## src/rtl/cache_defs.sv

```systemverilog
// Shared definitions for the cache miss-fill engine: FSM state encoding and
// geometry helpers for beat count and line address composition.
package cache_defs;

   typedef enum logic [2:0] {
      S_IDLE     = 3'd0,
      S_LRU_RD   = 3'd1,
      S_INVAL    = 3'd2,
      S_MEM_REQ  = 3'd3,
      S_MEM_RESP = 3'd4,
      S_WRITE    = 3'd5
   } fill_state_e;

   function automatic int calc_num_beats(input int line_bytes, input int mem_data_width);
      return (line_bytes * 8) / mem_data_width;
   endfunction

   function automatic int calc_offset_bits(input int line_bytes);
      return $clog2(line_bytes);
   endfunction

   // Byte address = {tag, set index, line offset}.
   function automatic int calc_addr_width(input int tag_width, input int num_sets,
                                          input int line_bytes);
      return tag_width + $clog2(num_sets) + calc_offset_bits(line_bytes);
   endfunction

endpackage

```

## src/rtl/cache_line_assembler.sv

```systemverilog
// Collects memory response beats into one cache line; beat 0 lands in the
// lowest bits. The beat counter wraps to 0 after the final beat.
module cache_line_assembler #(
   parameter int MEM_DATA_WIDTH  = 128,
   parameter int NUM_BEATS       = 4,
   parameter int CACHE_LINE_BITS = MEM_DATA_WIDTH * NUM_BEATS
) (
   input  logic                       clk,
   input  logic                       rst_n,
   input  logic                       beat_en,
   input  logic [MEM_DATA_WIDTH-1:0]  beat_data,
   output logic                       last_beat,
   output logic [CACHE_LINE_BITS-1:0] line
);

   localparam int               CNT_W    = (NUM_BEATS > 1) ? $clog2(NUM_BEATS) : 1;
   localparam logic [CNT_W-1:0] LAST_CNT = CNT_W'(NUM_BEATS - 1);

   logic [CNT_W-1:0]           cnt_q;
   logic [CACHE_LINE_BITS-1:0] line_q;

   assign last_beat = beat_en && (cnt_q == LAST_CNT);
   assign line      = line_q;

   // NOTE: sequential state uses non-blocking (<=) so every flop samples pre-edge values.
   always_ff @(posedge clk) begin
      if (!rst_n) begin
         cnt_q <= '0;
      end else if (beat_en) begin
         cnt_q <= last_beat ? '0 : cnt_q + CNT_W'(1);
      end
   end

   // NOTE: the line buffer is a wide datapath register and is deliberately not
   // reset; every bit is rewritten by a full fill before it is ever consumed.
   always_ff @(posedge clk) begin
      if (beat_en) begin
         line_q[int'(cnt_q) * MEM_DATA_WIDTH +: MEM_DATA_WIDTH] <= beat_data;
      end
   end

endmodule

```

## src/rtl/cache_fill_ctrl.sv

```systemverilog
// Miss-fill engine: picks an LRU victim, invalidates it, fetches the line from
// memory beat by beat, then writes data and a valid tag in a single cycle.
module cache_fill_ctrl
   import cache_defs::*;
#(
   parameter int NUM_WAYS         = 4,
   parameter int NUM_SETS         = 16,
   parameter int CACHE_TAG_WIDTH  = 22,
   parameter int CACHE_LINE_BYTES = 64,
   parameter int MEM_DATA_WIDTH   = 128,
   parameter int NUM_WAYS_LOG     = $clog2(NUM_WAYS),
   parameter int NUM_SETS_LOG     = $clog2(NUM_SETS),
   parameter int CACHE_LINE_BITS  = CACHE_LINE_BYTES * 8,
   parameter int NUM_BEATS        = calc_num_beats(CACHE_LINE_BYTES, MEM_DATA_WIDTH),
   parameter int ADDR_WIDTH       = calc_addr_width(CACHE_TAG_WIDTH, NUM_SETS, CACHE_LINE_BYTES)
) (
   input  logic                       clk,
   input  logic                       rst_n,
   input  logic                       miss_valid,
   output logic                       miss_ready,
   input  logic [CACHE_TAG_WIDTH-1:0] miss_tag,
   input  logic [NUM_SETS_LOG-1:0]    miss_set_idx,
   output logic                       mem_req_valid,
   input  logic                       mem_req_ready,
   output logic [ADDR_WIDTH-1:0]      mem_req_addr,
   input  logic                       mem_resp_valid,
   input  logic [MEM_DATA_WIDTH-1:0]  mem_resp_data,
   output logic                       lru_fill_en,
   output logic [NUM_SETS_LOG-1:0]    lru_fill_set,
   input  logic [NUM_WAYS_LOG-1:0]    lru_fill_way_idx,
   output logic                       update_tag_en,
   output logic [NUM_WAYS_LOG-1:0]    update_tag_way_idx,
   output logic [NUM_SETS_LOG-1:0]    update_tag_set_idx,
   output logic [CACHE_TAG_WIDTH-1:0] update_tag,
   output logic                       update_tag_valid,
   output logic                       update_data_en,
   output logic [NUM_WAYS_LOG-1:0]    update_data_way_idx,
   output logic [NUM_SETS_LOG-1:0]    update_data_set_idx,
   output logic [CACHE_LINE_BITS-1:0] update_data,
   output logic                       fill_done,
   output logic [NUM_WAYS_LOG-1:0]    fill_done_way_idx
);

   localparam int OFFSET_BITS = ADDR_WIDTH - CACHE_TAG_WIDTH - NUM_SETS_LOG;

   fill_state_e                state_q, state_d;
   logic [CACHE_TAG_WIDTH-1:0] tag_q;
   logic [NUM_SETS_LOG-1:0]    set_q;
   logic [NUM_WAYS_LOG-1:0]    way_q;
   logic                       beat_en;
   logic                       last_beat;
   logic [CACHE_LINE_BITS-1:0] line;

   // Beats outside MEM_RESP (including stragglers after a reset) are dropped.
   assign beat_en = (state_q == S_MEM_RESP) && mem_resp_valid;

   cache_line_assembler #(
      .MEM_DATA_WIDTH  (MEM_DATA_WIDTH),
      .NUM_BEATS       (NUM_BEATS),
      .CACHE_LINE_BITS (CACHE_LINE_BITS)
   ) u_assembler (
      .clk       (clk),
      .rst_n     (rst_n),
      .beat_en   (beat_en),
      .beat_data (mem_resp_data),
      .last_beat (last_beat),
      .line      (line)
   );

   always_ff @(posedge clk) begin
      if (!rst_n) begin
         state_q <= S_IDLE;
      end else begin
         state_q <= state_d;
      end
   end

   always_ff @(posedge clk) begin
      if (!rst_n) begin
         tag_q <= '0;
         set_q <= '0;
         way_q <= '0;
      end else begin
         if (state_q == S_IDLE && miss_valid) begin
            tag_q <= miss_tag;
            set_q <= miss_set_idx;
         end
         if (state_q == S_INVAL) begin
            way_q <= lru_fill_way_idx;
         end
      end
   end

   // NOTE: next state defaults to the current state so no path leaves it unassigned.
   always_comb begin
      state_d = state_q;
      case (state_q)
         S_IDLE:     if (miss_valid) state_d = S_LRU_RD;
         S_LRU_RD:   state_d = S_INVAL;
         S_INVAL:    state_d = S_MEM_REQ;
         S_MEM_REQ:  if (mem_req_ready) state_d = S_MEM_RESP;
         S_MEM_RESP: if (last_beat) state_d = S_WRITE;
         S_WRITE:    state_d = S_IDLE;
         default:    state_d = S_IDLE;
      endcase
   end

   always_comb begin
      miss_ready          = 1'b0;
      mem_req_valid       = 1'b0;
      mem_req_addr        = '0;
      lru_fill_en         = 1'b0;
      lru_fill_set        = '0;
      update_tag_en       = 1'b0;
      update_tag_way_idx  = '0;
      update_tag_set_idx  = '0;
      update_tag          = '0;
      update_tag_valid    = 1'b0;
      update_data_en      = 1'b0;
      update_data_way_idx = '0;
      update_data_set_idx = '0;
      update_data         = '0;
      fill_done           = 1'b0;
      fill_done_way_idx   = '0;
      case (state_q)
         S_IDLE: begin
            miss_ready = 1'b1;
         end
         S_LRU_RD: begin
            lru_fill_en  = 1'b1;
            lru_fill_set = set_q;
         end
         S_INVAL: begin
            // The LRU answer is only present this cycle, so the invalidate
            // forwards it while way_q captures it for the final write.
            update_tag_en      = 1'b1;
            update_tag_way_idx = lru_fill_way_idx;
            update_tag_set_idx = set_q;
            update_tag         = tag_q;
         end
         S_MEM_REQ: begin
            mem_req_valid = 1'b1;
            mem_req_addr  = {tag_q, set_q, {OFFSET_BITS{1'b0}}};
         end
         S_WRITE: begin
            update_data_en      = 1'b1;
            update_data_way_idx = way_q;
            update_data_set_idx = set_q;
            update_data         = line;
            update_tag_en       = 1'b1;
            update_tag_way_idx  = way_q;
            update_tag_set_idx  = set_q;
            update_tag          = tag_q;
            update_tag_valid    = 1'b1;
            fill_done           = 1'b1;
            fill_done_way_idx   = way_q;
         end
         default: ;
      endcase
   end

endmodule

```

## config.mk

```make
export PLATFORM = sky130hd
export DESIGN_NAME = cache_fill_ctrl
export DESIGN_NICKNAME = d
export VERILOG_FILES = /design/src/rtl/cache_defs.sv /design/src/rtl/cache_line_assembler.sv /design/src/rtl/cache_fill_ctrl.sv
export SDC_FILE = /design/constraint.sdc
export NUM_CORES = 1
export LEC_CHECK = 0
export BUFFER_PORTS_ARGS = -buffer_cell sky130_fd_sc_hd__buf_2
export CAP_MARGIN = 20
export CORE_AREA = 2 2 291 293
export DETAILED_ROUTE_END_ITERATION = 6
export DIE_AREA = 0 0 293 295
export SYNTH_ARGS = -nofsm -noshare
export SYNTH_HDL_FRONTEND = slang
export SYNTH_SLANG_ARGS = --single-unit
```

## constraint.sdc

```tcl
create_clock -name clk -period 4.7 [get_ports clk]
set_input_delay 0.47 -clock clk [delete_from_list [all_inputs] [get_ports clk]]
set_output_delay 0.47 -clock clk [all_outputs]
set_load 0.1 [all_outputs]
```

==> results by group <==
Run status
  • Status: completed

Place
  • Hpwl dp: 48.50 mm
  • PortBufs: 745
  • GPL Wtd Cong: 0.7913
  • Pre-CTS setup slack: 1.447 ns

Critical path
  • Crit Path Max Fanout: 128
  • Crit. End Element: output port
  • Setup CP Type: flop to output port
  • Critical Path RT: 4.23 ns
  • Setup crit start kind: flop
  • Crit path DAT: 3.36 ns

Global routing
  • GRT Resource Usage Total: ~16%
  • Remaining Overflow, GRT: 0
  • Largest net degree at the start of global routing: 129
  • First-pass GRT wire length: 105.0 mm
  • Initial antenna violation count: 7
  • Vias in the first global route: around 16000

Floorplan
  • Die area: 86440 um2
  • I/O pin count: about 750
  • Core area: 83160 um2
  • Initial core utilization: 29.16%
  • Die H: a little under 300 um
  • Die width: roughly 290 um
  • Row count: around 110

Final layout
  • Layout Nets: roughly 2800
  • Syn-to-layout area delta: 27.76%
  • Share of layout cells above drive strength 1: 33.01%

Run
  • Max Cap Viol: 0

STA
  • Period utilization: between 80 and 90%
  • Unrepaired setup endpoints after global routing: false
  • Crit path time final: 3.826 ns
  • Fin. Hold Viols: 0
  • Slew Limit Headroom: 32.41%
  • Final Setup Violations: 0
  • Worst slew pin tran: 1.014 ns
  • Fmax: 0.2614 GHz
  • Final Max Slew Viols: 0
  • Setup WS post-layout: slightly below 0.9 ns
  • Clk_skew: 0.01390 ns
  • Setup TNS after final layout: 0 ns

CTS
  • CTS H-Tree Depth: 2
  • CTS Sinks: 545
  • Postcts setup bufs: 0
  • Clock Path Buffers: 3
  • Hold Buf Count CTS: 0
  • Clock-pin transition on the worst setup and hold timing paths: approximately 0.060 ns
  • CTS Buf Count: between 50 and 60
  • Root Buffer: clkbuf_16
  • CTS tree: yes
  • PostCTS Resize Cnt: 0
  • Clock Latency Late Sink: 0.61 ns

Hold path
  • HP Class: input port to flop

Pwr
  • Power Density: 328.8 nW/um2
  • Final Power: ~10 mW
  • Worst VDD drop: roughly 0.32 mV
  • Leakage: between 10 and 15 nW

Drt
  • Drt via density: 4.297
  • Initial DRC count: 839
  • DR WL/cell: 19.66 um
  • Post-route DRC: 0
  • Total Wirelength: 73.49 mm
  • Total number of vias: between 15000 and 20000
  • Detail Route Antenna Nets: 0
  • Drt pass-1 iters: 5

Synthesis
  • Seq cells post-synth: approximately 550
  • Synth warn: 0
  • Gate Count Post-Synth: 1901
  • Sequential area share after synthesis: 66.14%
  • Area of the mapped netlist: 24240 um2
  • Average size of a mapped cell: about 13 um2
  • Distinct cells, synth: 33
-- cell usage after synthesis --
master	number	area, um2
inv_1	4	15.01
buf_2	16	80.08
nor3b_1	5	37.54
nor2_1	4	15.01
or4b_4	1	13.76
and4bb_2	1	12.51
nor3b_2	2	25.02
mux2i_1	2	20.02
and3_1	4	25.02
clkbuf_1	103	386.6
buf_6	4	45.04
nand3b_1	1	7.510
o21a_1	1	7.510
clkbuf_2	4	20.02
o31a_1	1	8.760
nor2b_1	27	168.9
o21ai_0	2	10.01
a21boi_0	9	67.56
and3b_1	1	8.760
nor2_2	1	6.260
nand2_1	55	206.5
buf_4	13	97.59
a21oi_1	1	5.000
ha_1	5	62.56
conb_1	1	3.750
nand2b_1	3	18.77
and2_1	1060	6631
edfxtp_1	512	15370
nor3_1	3	15.01
a21boi_1	20	150.1
nor4b_4	1	23.77
nand2b_4	1	13.76
dfxtp_1	33	660.6
-- placed cells by master, fill, tap and decap left out, types with 2 or more instances in the layout --
cell / synthesis / layout
and2_4: 0 / 4
clkbuf_1: 103 / 20
edfxtp_1: 512 / 512
mux2i_1: 2 / 2
o21ai_0: 2 / 2
inv_6: 0 / 2
a21boi_0: 9 / 9
buf_2: 16 / 745
clkinvlp_4: 0 / 4
buf_12: 0 / 12
ha_1: 5 / 5
clkbuf_8: 0 / 4
inv_1: 4 / 4
nor2_1: 4 / 4
nor3b_1: 5 / 3
clkinv_1: 0 / 7
nand2_1: 55 / 55
and2_1: 1060 / 1056
dfxtp_1: 33 / 33
nor3b_2: 2 / 3
buf_4: 13 / 22
a21boi_1: 20 / 20
nand2b_1: 3 / 3
diode_2: 0 / 5
clkbuf_16: 0 / 59
nor2b_1: 27 / 27
nor3_1: 3 / 2
conb_1: 1 / 6
clkinv_2: 0 / 10
and3_1: 4 / 4
-- worst max-delay path, cell delays in order (launching register included) --
cell,delay [ns]
dfxtp_1,0.69
and3b_4,0.83
buf_12,0.35
and2_1,0.26
buf_2,0.44
-- metal layers --
metal | vias to the layer above | part of all wire, % | global-route usage, %
met5 | - | 0.018 | 0
met4 | 2 | 3.5 | 6.129
met3 | 117 | 7.2 | 3.887
met2 | 618 | 51 | 28.61
met1 | 7695 | 38 | 19.18
li1 | 7634 | - | -
-- registers in the layout, summed over array words and instances (netlist names) --
| name | count |
|---|---|
| u_assembler.cnt_q | 2 |
| tag_q | 22 |
| state_q | 3 |
| set_q | 4 |
| way_q | 2 |
| u_assembler.line | 512 |
-- per-stage QoR --
step / instances / instance area (um2) / hold WS, ns / utilization, %
after floorplan: 1906 / 24260 / 0.4389 / -
after global placement: 3625 / 29150 / 0.4497 / 35.06
after detailed placement: 3626 / 29180 / 0.4496 / 35.09
after CTS: 3734 / 30960 / 0.04026 / 37.23
after global routing: 3737 / 30970 / 0.07203 / 37.24
final: 3739 / 30970 / 0.1046 / 37.25
-- path summary, 6_finish.rpt --
kind,depth (start not counted),slack [ns],start,end
worst max-delay path,4,0.87,state_q[0],update_data[78]
worst max register to register,3,2.12,state_q[2],u_assembler.line[340]
worst min-delay path,3,0.10,miss_tag[1],tag_q[1]
worst min register to register,2,0.46,tag_q[16],tag_q[16]
-- cell type report --
class | count | area (um2)
antenna | 5 | 12.51
inverter | 4 | 15.01
fill | 8175 | 52180
tap | 1080 | 1351
sequential | 545 | 16040
clock buffer | 83 | 1607
multi-input combinational | 1217 | 7619
timing repair buffer | 780 | 4161
clock inverter | 25 | 173.9
-- logic make-up (layout without fill, tap and decap cells) --
logic type	Yosys count	after routing	synth area share [%]
flops	545	545	66.14
mux	2	2	0.08258
buf+inv	144	892	2.658
compound gates	34	34	1.027
fa+ha+maj	5	5	0.2580
simple gates	1170	1170	29.82
other cells	1	11	0.01547
-- power by group --
group	switching (mW)	internal (mW)	leakage (nW)
clock network	1.93	2.43	0.863
logic	0.374	0.143	7.61
registers	0.0285	5.27	4.67
Power figures use the tool's default switching activity.
